**src/rtl/mem_arb_pkg.sv**
```systemverilog
// Shared types, grant constants and width helpers for the memory-port arbiter.
package mem_arb_pkg;

  // Arbiter FSM states. IDLE samples requests and RELEASE is the one-cycle
  // gap after a completion.
  typedef enum logic [2:0] {
    IDLE    = 3'd0,
    IC_RD   = 3'd1,
    DC_RD   = 3'd2,
    DC_WR   = 3'd3,
    RELEASE = 3'd4
  } arb_state_e;

  // Requester identities. These values also index the 2-bit request vector.
  localparam logic GRANT_IC = 1'b0;
  localparam logic GRANT_DC = 1'b1;

  // Block width in bits: words per block times word width.
  function automatic int blk_width(input int line_size, input int block_bits);
    return (2 ** block_bits) * line_size;
  endfunction

  // Block address width: the byte address without the word and byte offsets.
  function automatic int addr_width(input int addr_size, input int block_bits);
    return addr_size - block_bits - 2;
  endfunction

endpackage

```
**src/rtl/rr_arb2.sv**
```systemverilog
// Two-input round-robin grant. Bit 0 is the icache and bit 1 is the dcache.
// On a tie, the requester that was not granted last time wins.
module rr_arb2
  import mem_arb_pkg::*;
(
  input  logic [1:0] req,
  input  logic       last_grant,
  output logic [1:0] gnt
);

  genvar gi;
  generate
    for (gi = 0; gi < 2; gi++) begin : g_slot
      localparam logic SELF = 1'(gi);
      // A slot wins if it requests and either the other slot is quiet or this slot was not served last.
      assign gnt[gi] = req[gi] & (~req[1-gi] | (last_grant != SELF));
    end
  endgenerate

endmodule

```
**src/rtl/mem_port_arbiter.sv**
```systemverilog
// Shares one block-wide memory port between icache refills and dcache
// refills or writebacks. Only one transaction is in flight at a time. The grant
// is held until memory reports completion, and a one-cycle RELEASE gap follows.
module mem_port_arbiter
  import mem_arb_pkg::*;
#(
  parameter  int LINE_SIZE  = 32,
  parameter  int BLOCK_BITS = 2,
  parameter  int ADDR_SIZE  = 32,
  localparam int BW         = blk_width(LINE_SIZE, BLOCK_BITS),
  localparam int AW         = addr_width(ADDR_SIZE, BLOCK_BITS)
) (
  input  logic          clk_i,
  input  logic          reset_n_i,
  // icache port
  input  logic          ic_read_en_i,
  input  logic [AW-1:0] ic_address_i,
  output logic [BW-1:0] ic_read_data_o,
  output logic          ic_busywait_o,
  output logic          ic_read_done_o,
  // dcache port
  input  logic          dc_read_en_i,
  input  logic          dc_write_en_i,
  input  logic [AW-1:0] dc_address_i,
  input  logic [BW-1:0] dc_write_data_i,
  output logic [BW-1:0] dc_read_data_o,
  output logic          dc_busywait_o,
  output logic          dc_read_done_o,
  output logic          dc_write_done_o,
  // memory port
  output logic          m_read_en_o,
  output logic          m_write_en_o,
  output logic [AW-1:0] m_address_o,
  output logic [BW-1:0] m_write_data_o,
  input  logic [BW-1:0] m_read_data_i,
  input  logic          m_busywait_i,
  input  logic          m_read_done_i,
  input  logic          m_write_done_i
);

  arb_state_e state_reg;
  logic       last_grant_reg;

  logic [1:0] req;
  logic [1:0] gnt;
  logic       dc_req;
  logic       rd_ok;
  logic       wr_ok;
  logic       ic_granted;
  logic       dc_granted;
  logic       dc_done;

  // A dcache writeback and a dcache refill share one arbitration slot.
  assign dc_req = dc_read_en_i | dc_write_en_i;
  assign req    = {dc_req, ic_read_en_i};

  rr_arb2 u_rr_arb2 (
    .req        (req),
    .last_grant (last_grant_reg),
    .gnt        (gnt)
  );

  // Memory completions count only when memory is not busy.
  assign rd_ok = m_read_done_i & ~m_busywait_i;
  assign wr_ok = m_write_done_i & ~m_busywait_i;

  assign ic_granted = (state_reg == IC_RD);
  assign dc_granted = (state_reg == DC_RD) || (state_reg == DC_WR);

  // Done pulses are passed through in the completion cycle, but only for the
  // owner of the current transaction and only for a completion of the matching type.
  assign ic_read_done_o  = (state_reg == IC_RD) & rd_ok;
  assign dc_read_done_o  = (state_reg == DC_RD) & rd_ok;
  assign dc_write_done_o = (state_reg == DC_WR) & wr_ok;
  assign dc_done         = dc_read_done_o | dc_write_done_o;

  // Both ports see the memory read data. The done pulse tells a port whether the data is valid.
  assign ic_read_data_o = m_read_data_i;
  assign dc_read_data_o = m_read_data_i;

  // A waiting requester is always busy. The owner follows the memory port
  // until its done pulse. An idle requester is never busy.
  assign ic_busywait_o = ic_granted ? (m_busywait_i | ~ic_read_done_o) : ic_read_en_i;
  assign dc_busywait_o = dc_granted ? (m_busywait_i | ~dc_done)        : dc_req;

  // Arbitration FSM. It grants in IDLE, holds the strobe until completion and inserts one RELEASE cycle.
  always_ff @(posedge clk_i or negedge reset_n_i) begin
    if (!reset_n_i) begin
      state_reg      <= IDLE;
      last_grant_reg <= GRANT_DC;
      m_read_en_o    <= 1'b0;
      m_write_en_o   <= 1'b0;
      m_address_o    <= '0;
      m_write_data_o <= '0;
    end else begin
      case (state_reg)
        IDLE: begin
          if (gnt[GRANT_IC]) begin
            state_reg      <= IC_RD;
            last_grant_reg <= GRANT_IC;
            m_read_en_o    <= 1'b1;
            m_address_o    <= ic_address_i;
          end else if (gnt[GRANT_DC]) begin
            last_grant_reg <= GRANT_DC;
            m_address_o    <= dc_address_i;
            // A writeback takes precedence over a refill, even if both are requested.
            if (dc_write_en_i) begin
              state_reg      <= DC_WR;
              m_write_en_o   <= 1'b1;
              m_write_data_o <= dc_write_data_i;
            end else begin
              state_reg   <= DC_RD;
              m_read_en_o <= 1'b1;
            end
          end
        end
        IC_RD, DC_RD: begin
          if (rd_ok) begin
            state_reg   <= RELEASE;
            m_read_en_o <= 1'b0;
          end
        end
        DC_WR: begin
          if (wr_ok) begin
            state_reg    <= RELEASE;
            m_write_en_o <= 1'b0;
          end
        end
        RELEASE: begin
          state_reg <= IDLE;
        end
        default: begin
          state_reg    <= IDLE;
          m_read_en_o  <= 1'b0;
          m_write_en_o <= 1'b0;
        end
      endcase
    end
  end

endmodule

```
**config.mk**
```make
export PLATFORM = sky130hd
export DESIGN_NAME = mem_port_arbiter
export DESIGN_NICKNAME = d
export VERILOG_FILES = /design/src/rtl/mem_arb_pkg.sv /design/src/rtl/rr_arb2.sv /design/src/rtl/mem_port_arbiter.sv
export SDC_FILE = /design/constraint.sdc
export NUM_CORES = 1
export LEC_CHECK = 0
export CAP_MARGIN = 20
export CORE_AREA = 2 2 290 292
export DETAILED_ROUTE_END_ITERATION = 8
export DIE_AREA = 0 0 292 294
export GPL_ROUTABILITY_DRIVEN = 0
export GPL_TIMING_DRIVEN = 0
export PLACE_DENSITY = 0.32
export SLEW_MARGIN = 10
export SYNTH_ARGS = -nofsm -noshare
export SYNTH_HDL_FRONTEND = slang
export SYNTH_SLANG_ARGS = --single-unit
```
**constraint.sdc**
```tcl
create_clock -name clk_i -period 2 [get_ports clk_i]
set_clock_uncertainty 0.05 [all_clocks]
set_input_delay 0.4 -clock clk_i [delete_from_list [all_inputs] [get_ports clk_i]]
set_output_delay 0.4 -clock clk_i [all_outputs]
set_load 0.01 [all_outputs]
```
==> run metrics, run 1 <==
Worst Path Arrival 1.56 ns; Placed Cells 2425; Max Cap Viol 0; row count 106; CORE AREA 82890 um2; Final period util 1.003; CTS tree done; Crit Reg-Reg Endpoint m_address_o[17]; Syn-to-layout area delta 94.03%; Synth area leaders dfrtp_1, buf_4, mux2_4; PwrDens 1180 nW/um2; DP HPWL 32.79 mm; final worst slack -0.006771 ns; routed len/inst 16.37 um; total power 0.02019 W; Total GRT Usage 0.09124; Worst Hold Path Cells 2; port bufs 610; cell chain of the critical path buf_4 -> nor2_4 -> nor3_1 -> a21oi_2 -> buf_2; Worst R2R Setup Slack 0.09 ns; number of synthesized flops with an enable pin 0; Worst EP required 1.55 ns; leakage power 7.455 nW; Clk Latency, worst-skew pair 0.47 ns; initial antenna violation count 9; crit-path max FO 8; Netlist cell types 30; Vert. Die Dim 294 um; Hold Path End state_reg[2]; reg-to-reg startpoint state_reg[0]; CTS buffer count 17; DRC 0; final global-route overflow total 0; slowest stage delay, CP 0.41 ns; vias per cell 3.038; WL final 40.41 mm; fin nets 1693; CP Launch Type flip-flop; crit end category output pin; Vias 7499; Slew headroom 0.5027; Fin. Hold Viols 0; Fill cells 8979; commonest non-fill, non-tap cell in the layout clkdlybuf4s50_1; status complete, but fails checks; Finished Layout Cells 2468; Die Area 85850 um2; worst-case hold slack 0.3509 ns; Root Driver clkbuf_16; worst hold-check path type in -> reg; most frequent cells in the layout clkdlybuf4s50_1, buf_4, dfrtp_1; Hold Crit Start m_busywait_i; antenna viol nets, final 0; Tmin final 2.007 ns; Max Fclk 498.3 MHz; post-synth top area share 0.4570; Yosys reg bits 162; failing checks negative setup slack; Worst R2R Path Depth 7; YS warnings 0; vias in the first global route 8164; CP Class reg -> out; RSZ-0062 raised after global routing yes; worst-margin pin slew 0.7460 ns; Post-Place Cell Area 16310 um2; CTS clk-pin slew, worst paths 0.08 ns; slowest CP cell dfrtp_2; H-tree levels 4; Top FF cell, synth dfrtp_1; pins over their slew limit 0; first-pass GRT wire length 56.39 mm; largest net degree at the start of global routing 83; max reg flops 128; Post-synth ARST share 1.000; clk sinks 162; first drt pass iteration count 4; cell taking the most area after synthesis dfrtp_1; chip width 292 um; Starting Density 0.1064; peak supply drop 481.1 uV; CP top delay family flip-flops; final instance area 17110 um2; cell count after synthesis 734; share of layout cells above drive strength 1 0.3427; initial drt markers 194; Max Root-Sink Buffers 2; post-synthesis sequential area ratio 0.4600; IO Pins 739; synthesized area per cell 12.01 um2; worst path bufs/invs 2; Post-Syn Nets 1054; area of the mapped netlist 8816 um2; final core occ 0.2064; Setup-failing EPs final 1
==> synth_stat cells (2+ instances only) <==
library cell and instances:
buf_4 258, dfrtp_1 161, mux2_4 100, nand2_1 61, nor2_1 33, a31oi_1 31, mux2_2 28, buf_6 18
a21oi_1 6, clkbuf_1 6, nor3_1 6, inv_1 4, buf_2 2, nand2b_1 2, nand3_1 2, o22a_1 2
==> cell families (layout without fill, tap and decap cells) <==
kind of cell,after synthesis,after routing,synth area share
buffers and inverters,288,940,0.2481
flip-flops,162,162,0.4600
multiplexers,128,128,0.2061
AND/OR/NAND/NOR,109,109,0.05109
AO/OA/AOI/OAI,46,46,0.03378
XOR/XNOR,1,1,0.0009937
other,0,2,0
==> timing repair <==
action,CTS,global route
buffers inserted,4,5
setup endpoints to repair,152,82
hold buffers,1,0
resized for setup,56,18
endpoints found under the hold margin,79,0
pin swaps,8,3
==> through the flow <==
step / TNS (ns) / setup WS, ns
final: -0.006771 / -0.006771
after CTS: -0.2958 / -0.1055
after global placement: -1366.49 / -7.906
after detailed placement: -95.53 / -0.8356
after floorplan: 0 / 0.3553
after global routing: -0.3692 / -0.1207
==> final cells by class <==
cell class                 count  area (um2)  share of cell area
antenna                        2       5.005           0.0002926
clock buffer                  19       442.9             0.02589
inverter                       4       17.52            0.001024
tap                         1080        1351             0.07900
multi-input combinational    284        2646              0.1547
timing repair buffer         621        6206              0.3628
sequential                   162        4056              0.2371
buffer                       283        2211              0.1293
clock inverter                13       168.9            0.009875
==> worst reg2reg max path: cells and delay by family, from the launching register on <==
kind	cells	cell delay [ns]
flops	1	0.41
simple gates	2	0.57
buf+inv	4	0.65
compound gates	1	0.10
==> power by group <==
group / switching, W / internal, W / total (W)
Sequential: 0.000909 / 0.00497 / 0.00588
Clock: 0.00168 / 0.00193 / 0.00361
Combinational: 0.00419 / 0.00651 / 0.0107
Total: 0.00678 / 0.0134 / 0.0202
==> how the worst max path moves through the flow <==
stage / cells after the start / slack [ns] / to / startpoint
after global placement: 1 / -7.91 / m_address_o[21] / reset_n_i
after floorplan: 4 / 0.36 / ic_busywait_o / state_reg[2]
final: 5 / -0.007 / dc_busywait_o / state_reg[2]
after CTS: 4 / -0.11 / ic_busywait_o / state_reg[2]
after global routing: 4 / -0.12 / ic_busywait_o / state_reg[2]
after detailed placement: 6 / -0.84 / m_address_o[10] / dc_write_en_i
==> metal layers <==
layer,up-vias,part of all wire,global-route usage
met5,-,0.0020,0
met4,14,0.024,0.03332
met3,47,0.11,0.04736
met2,400,0.50,0.1565
met1,3576,0.37,0.09490
li1,3462,-,-
Power figures use the tool's default switching activity.
==> run 2, diff against run 1 <==
--- a/config.mk
+++ b/config.mk
@@ -9,8 +9,6 @@
 export CORE_AREA = 2 2 290 292
 export DETAILED_ROUTE_END_ITERATION = 8
 export DIE_AREA = 0 0 292 294
-export GPL_ROUTABILITY_DRIVEN = 0
-export GPL_TIMING_DRIVEN = 0
 export PLACE_DENSITY = 0.32
 export SLEW_MARGIN = 10
 export SYNTH_ARGS = -nofsm -noshare
==> run 2 against run 1 <==
The flow still finishes with violations (negative setup slack). Cell count is 20% lower. Largest power group unchanged. Sequential power hardly changed. Worst hold slack better by 0.028 ns. Cell area is 25% lower. Highest routed layer unchanged. Critical path type unchanged. Non-clock buffer count is 489 lower. Combinational power is 9% lower. Die area stayed put.
==> run metrics, run 2 (synthesized netlist as in run 1, its figures left out) <==
slowest CP cell dfrtp_1; n_diodes 0 (-2); vias in the first global route 6087 (-25%); max reg flops 128 (unchanged); Max Root-Sink Buffers 2 (unchanged); Setup-failing EPs final 1 (unchanged); crit end category output pin; Root Driver clkbuf_16; Sequential Power Share 0.310 (+0.019); Die Area 85850 um2 (unchanged); Clk Latency, worst-skew pair 0.50 ns (+0.03 ns); leakage power 5.364 nW (-28%); status complete, but fails checks; pins over their slew limit 0 (unchanged); failing checks negative setup slack; Starting Density 0.1064 (unchanged); DRC 0 (unchanged); share of layout cells above drive strength 1 0.2754 (-0.06735); gp weighted congestion 0.6939; chip width 292 um (unchanged); Setup WS pre-CTS -0.4830 ns (+0.3526 ns); commonest non-fill, non-tap cell in the layout clkdlybuf4s50_1; Net Switching 0.006440 W (-5.0%); cell chain of the critical path or3_4 -> nor2_4 -> buf_4 -> buf_4; Total GRT Usage 0.07531 (-0.01594); initial antenna violation count 3 (-6); RSZ-0062 raised after global routing yes; CORE AREA 82890 um2 (unchanged); first-pass GRT wire length 45.05 mm (-20%); worst-case hold slack 0.3793 ns (+0.02835 ns); IO Pins 739 (unchanged); Vert. Die Dim 294 um (unchanged); Worst EP required 1.55 ns (about the same); antenna viol nets, final 0 (unchanged); Worst Path Arrival 1.57 ns (about the same); share of total power in combinational logic 0.514 (-0.016); H-tree levels 4 (unchanged); crit-path max FO 2 (-6); DP HPWL 24.14 mm (-26%); CP Launch Type flip-flop; clock group share of total power 0.176 (-0.003); Placed Cells 1933 (-20%); CTS tree done; final core occ 0.1552 (-0.05113); CP most frequent cell buf_4; Switching Fraction 0.3383 (+0.002531); final worst slack -0.01919 ns (-0.01242 ns); Max Cap Viol 0 (unchanged); largest net degree at the start of global routing 49 (-41%); Syn-to-layout area delta 45.95%; Fin. Hold Viols 0 (unchanged); slowest stage delay, CP 0.40 ns (about the same); worst-margin pin slew 0.4801 ns (-0.2659 ns); row count 106 (unchanged); CP Class reg -> out; Vias 5608 (-25%); most frequent cells in the layout clkdlybuf4s50_1, dfrtp_1, mux2_4; port bufs 354 (-42%); Internal Power 0.01260 W (-6.1%); Tmin final 2.019 ns (+0.01242 ns); final global-route overflow total 0 (unchanged); PwrDens 1479 nW/um2 (+25%); initial drt markers 202 (+4.1%); WL final 33.46 mm (-17%); clk sinks 162 (unchanged); Max Fclk 495.2 MHz (-0.62%); vias per cell 2.837 (-6.6%); fin nets 1204 (-29%); peak supply drop 673.1 uV (+40%); worst hold-check path type in -> async; CTS clk-pin slew, worst paths 0.08 ns (about the same); CTS buffer count 17 (unchanged); Finished Layout Cells 1977 (-20%); routed len/inst 16.93 um (+3.4%); first drt pass iteration count 4 (unchanged); Slew headroom 0.6800 (+0.1773); Final period util 1.010 (+0.006209)
-- run 2: cell count changes in the layout (fill, tap and decap cells not counted), sizes merged --
cell	delta
dlygate4sd2	-1
inv	-2
bufinv	-2
clkbuf	-3
clkdlybuf4s50	-257
clkinv	+4
diode	-2
clkinvlp	+2
buf	-230
-- run 2: worst max-delay path: cells and delay by family (launching register included) --
kind / cells / cell delay, ns
flops: 1 / 0.40
buf+inv: 2 / 0.21
simple gates: 2 / 0.46
-- run 2: power groups by stage --
stage / combinational [W] / sequential, W / clock (W)
3_3_place_gp: 0.00949 / 0.00597 / 0
3_5_place_dp: 0.00945 / 0.00598 / 0
4_1_cts: 0.00954 / 0.00593 / 0.00364
6_report: 0.00979 / 0.00590 / 0.00334
5_1_grt: 0.0105 / 0.00613 / 0.00371
2_1_floorplan: 0.00410 / 0.00664 / 0
-- run 2: timing repair --
item,4_1_cts,5_1_grt
setup buffers,4,5
resized for setup,45,11
pin swaps,6,5
hold endpoints to repair,33,0
cloned,0,3
setup endpoints to repair,14,26
hold buffers,1,0
-- run 2: layout make-up --
class                   instances  area (um2)
multi-input cells             284        2673
inverters                       4       15.01
repair buffers                415        4219
well taps                    1080        1351
clock buffers                  17       425.4
fillers                      9178       70020
flip-flops and latches        162        4056
clock inverters                15       127.6
-- run 2: layer usage --
metal  share of wire  vias up  wire length, um  track usage
met3            0.13      116             4220      0.05144
met4           0.037        6             1231      0.04111
met2            0.46      352            15400       0.1174
met5          0.0010        -               35            0
li1                -     2481                -            -
met1            0.38     2653            12570      0.07515
-- run 2: worst paths after layout --
path,start,endpoint,slack (ns),cells after the start
worst min register to register,m_read_en_o,m_read_en_o,0.45,1
worst max register to register,state_reg[1],m_address_o[20],0.06,8
max in group asynchronous,reset_n_i,last_grant_reg,0.89,3
worst max-delay path,state_reg[2],ic_read_done_o,-0.02,4
min in group clk_i,ic_address_i[15],m_address_o[15],0.40,3
worst min-delay path,reset_n_i,m_write_data_o[57],0.38,2
-- run 2: stage by stage --
step | setup TNS (ns) | total power [W] | area (um2)
floorplan | 0 | 0.01073 | 8816
global placement | -31.15 | 0.01546 | 12070
detailed placement | -29.80 | 0.01543 | 12070
CTS | -0.3049 | 0.01911 | 12690
global route | -0.4341 | 0.02035 | 12870
finish | -0.01919 | 0.01903 | 12870
==> run 3, diff against run 2 <==
--- a/config.mk
+++ b/config.mk
@@ -10,6 +10,7 @@
 export DETAILED_ROUTE_END_ITERATION = 8
 export DIE_AREA = 0 0 292 294
 export PLACE_DENSITY = 0.32
+export RECOVER_POWER = 50
 export SLEW_MARGIN = 10
 export SYNTH_ARGS = -nofsm -noshare
 export SYNTH_HDL_FRONTEND = slang
==> run 3 against run 2 <==
The run still ends with negative setup slack left. First-iteration DRC count down 3.0%. Sequential power about the same. Fmax about the same. Sequential share of layout area up 0.083 points. Routed wire length about the same. Worst hold slack better by 0.025 ns. Non-clock buffer count unchanged. Clock-buffer cell count unchanged. Critical endpoint unchanged. Largest power group unchanged. Highest routed layer unchanged.
==> run metrics, run 3 (synthesized netlist as in run 1, its figures left out) <==
status complete, but fails checks; failing checks negative setup slack; DP HPWL 24.14 mm (unchanged); cell chain of the critical path or3_4 -> nor2_4 -> buf_4 -> buf_4; worst-case hold slack 0.4047 ns (+0.02544 ns); CP Launch Type flip-flop; fin nets 1204 (unchanged); Slew headroom 0.06302 (-0.6169); Post-Place Cell Area 12070 um2 (unchanged); crit end category output pin; Clk Latency, worst-skew pair 0.50 ns (about the same); port bufs 354 (unchanged); CTS tree done; initial drt markers 196 (-3.0%); first-pass GRT wire length 45.05 mm (unchanged); IO Pins 739 (unchanged); Final period util 1.010 (about the same); vias per cell 2.838 (about the same); CP top delay family simple AND/OR/NAND/NOR gates; Worst EP required 1.55 ns (about the same); first drt pass iteration count 4 (unchanged); share of layout cells above drive strength 1 0.2754 (unchanged); Starting Density 0.1064 (unchanged); CORE AREA 82890 um2 (unchanged); Die Area 85850 um2 (unchanged); Vias 5610 (+0.036%); Worst Path Arrival 1.57 ns (about the same); peak supply drop 673.2 uV (about the same); worst hold-check path type in -> reg; Fin. Hold Viols 0 (unchanged); Tmin final 2.019 ns (+0.000009100 ns); H-tree levels 4 (unchanged); clk sinks 162 (unchanged); final core occ 0.1548 (-0.0004070); DRC 0 (unchanged); CTS buffer count 17 (unchanged); Max Fclk 495.2 MHz (about the same); Setup-failing EPs final 1 (unchanged); slowest stage delay, CP 0.40 ns (about the same); crit-path max FO 2 (unchanged); final global-route overflow total 0 (unchanged); Finished Layout Cells 1977 (unchanged); CTS clk-pin slew, worst paths 0.08 ns (about the same); Placed Cells 1933 (unchanged); WL final 33.46 mm (about the same); final setup TNS -0.01920 ns (-0.000009100 ns); commonest non-fill, non-tap cell in the layout clkdlybuf4s50_1; initial antenna violation count 3 (unchanged); antenna viol nets, final 0 (unchanged); Total GRT Usage 0.07531 (unchanged); max reg flops 128 (unchanged); Max Cap Viol 0 (unchanged); vias in the first global route 6087 (unchanged); RSZ-0062 raised after global routing yes; n_diodes 0 (unchanged); CP Class reg -> out; Vert. Die Dim 294 um (unchanged); worst-margin pin slew 1.405 ns (+0.9254 ns); chip width 292 um (unchanged); row count 106 (unchanged); Max Root-Sink Buffers 2 (unchanged); final instance area 12830 um2 (-0.26%); largest net degree at the start of global routing 49 (unchanged); Root Driver clkbuf_16; routed len/inst 16.92 um (about the same); leakage power 5.351 nW (-0.23%); pins over their slew limit 0 (unchanged); Syn-to-layout area delta 45.57%; PwrDens 1483 nW/um2 (+0.23%); gp weighted congestion 0.6939 (unchanged); CP most frequent cell buf_4; slowest CP cell dfrtp_1; worst path bufs/invs 2 (unchanged); most frequent cells in the layout clkdlybuf4s50_1, dfrtp_1, mux2_4; final worst slack -0.01920 ns (-0.000009100 ns)
run 3: layout make-up:
class | count | area [um2]
sequential | 162 | 4056
inverter | 4 | 15.01
tap | 1080 | 1351
clock inverter | 15 | 127.6
fill | 9186 | 70060
clock buffer | 17 | 425.4
timing repair buffer | 415 | 4185
multi-input combinational | 284 | 2673
run 3: where the power goes:
group	total [W]	switching [W]	internal [W]
logic	0.00978	0.00378	0.00600
registers	0.00590	0.000930	0.00497
clock network	0.00335	0.00173	0.00162
run 3: final timing paths:
path                                  startpoint                  to  slack (ns)  depth (start not counted)
worst max-delay path                state_reg[2]      ic_read_done_o       -0.02                          4
worst min-delay path            ic_address_i[15]     m_address_o[15]        0.40                          3
min in group asynchronous              reset_n_i  m_write_data_o[57]        0.72                          2
worst max register to register      state_reg[1]     m_address_o[20]        0.06                          8
max in group asynchronous              reset_n_i      last_grant_reg        0.16                          3
worst min register to register       m_read_en_o         m_read_en_o        0.45                          1
run 3: repair_timing:
action,in CTS,in global routing
pin swaps,6,5
gates cloned,0,3
setup endpoints to repair,14,26
resized for setup,45,11
buffers inserted,4,5
hold endpoints to repair,33,0
hold buffers,1,0
run 3: through the flow:
step / total power [W] / worst slack [ns]
2_1_floorplan: 0.01073 / 0.3553
3_3_place_gp: 0.01546 / -0.4904
3_5_place_dp: 0.01543 / -0.4830
4_1_cts: 0.01911 / -0.1316
5_1_grt: 0.02034 / -0.1101
6_report: 0.01903 / -0.01920
run 3: worst reg2reg max path: stages, from the launching register on:
cell,delay [ns]
dfrtp_1,0.43
buf_4,0.15
buf_6,0.13
or3_4,0.40
nor2_4,0.16
buf_12,0.16
clkbuf_16,0.19
nor2_1,0.06
a31oi_1,0.14
run 3: layer usage:
layer  track usage  share of wire  vias to the layer above
met5             0         0.0010                        -
met3       0.05144           0.13                      118
met1       0.07515           0.38                     2656
met2        0.1174           0.46                      347
met4       0.04111          0.037                        6
li1              -              -                     2483
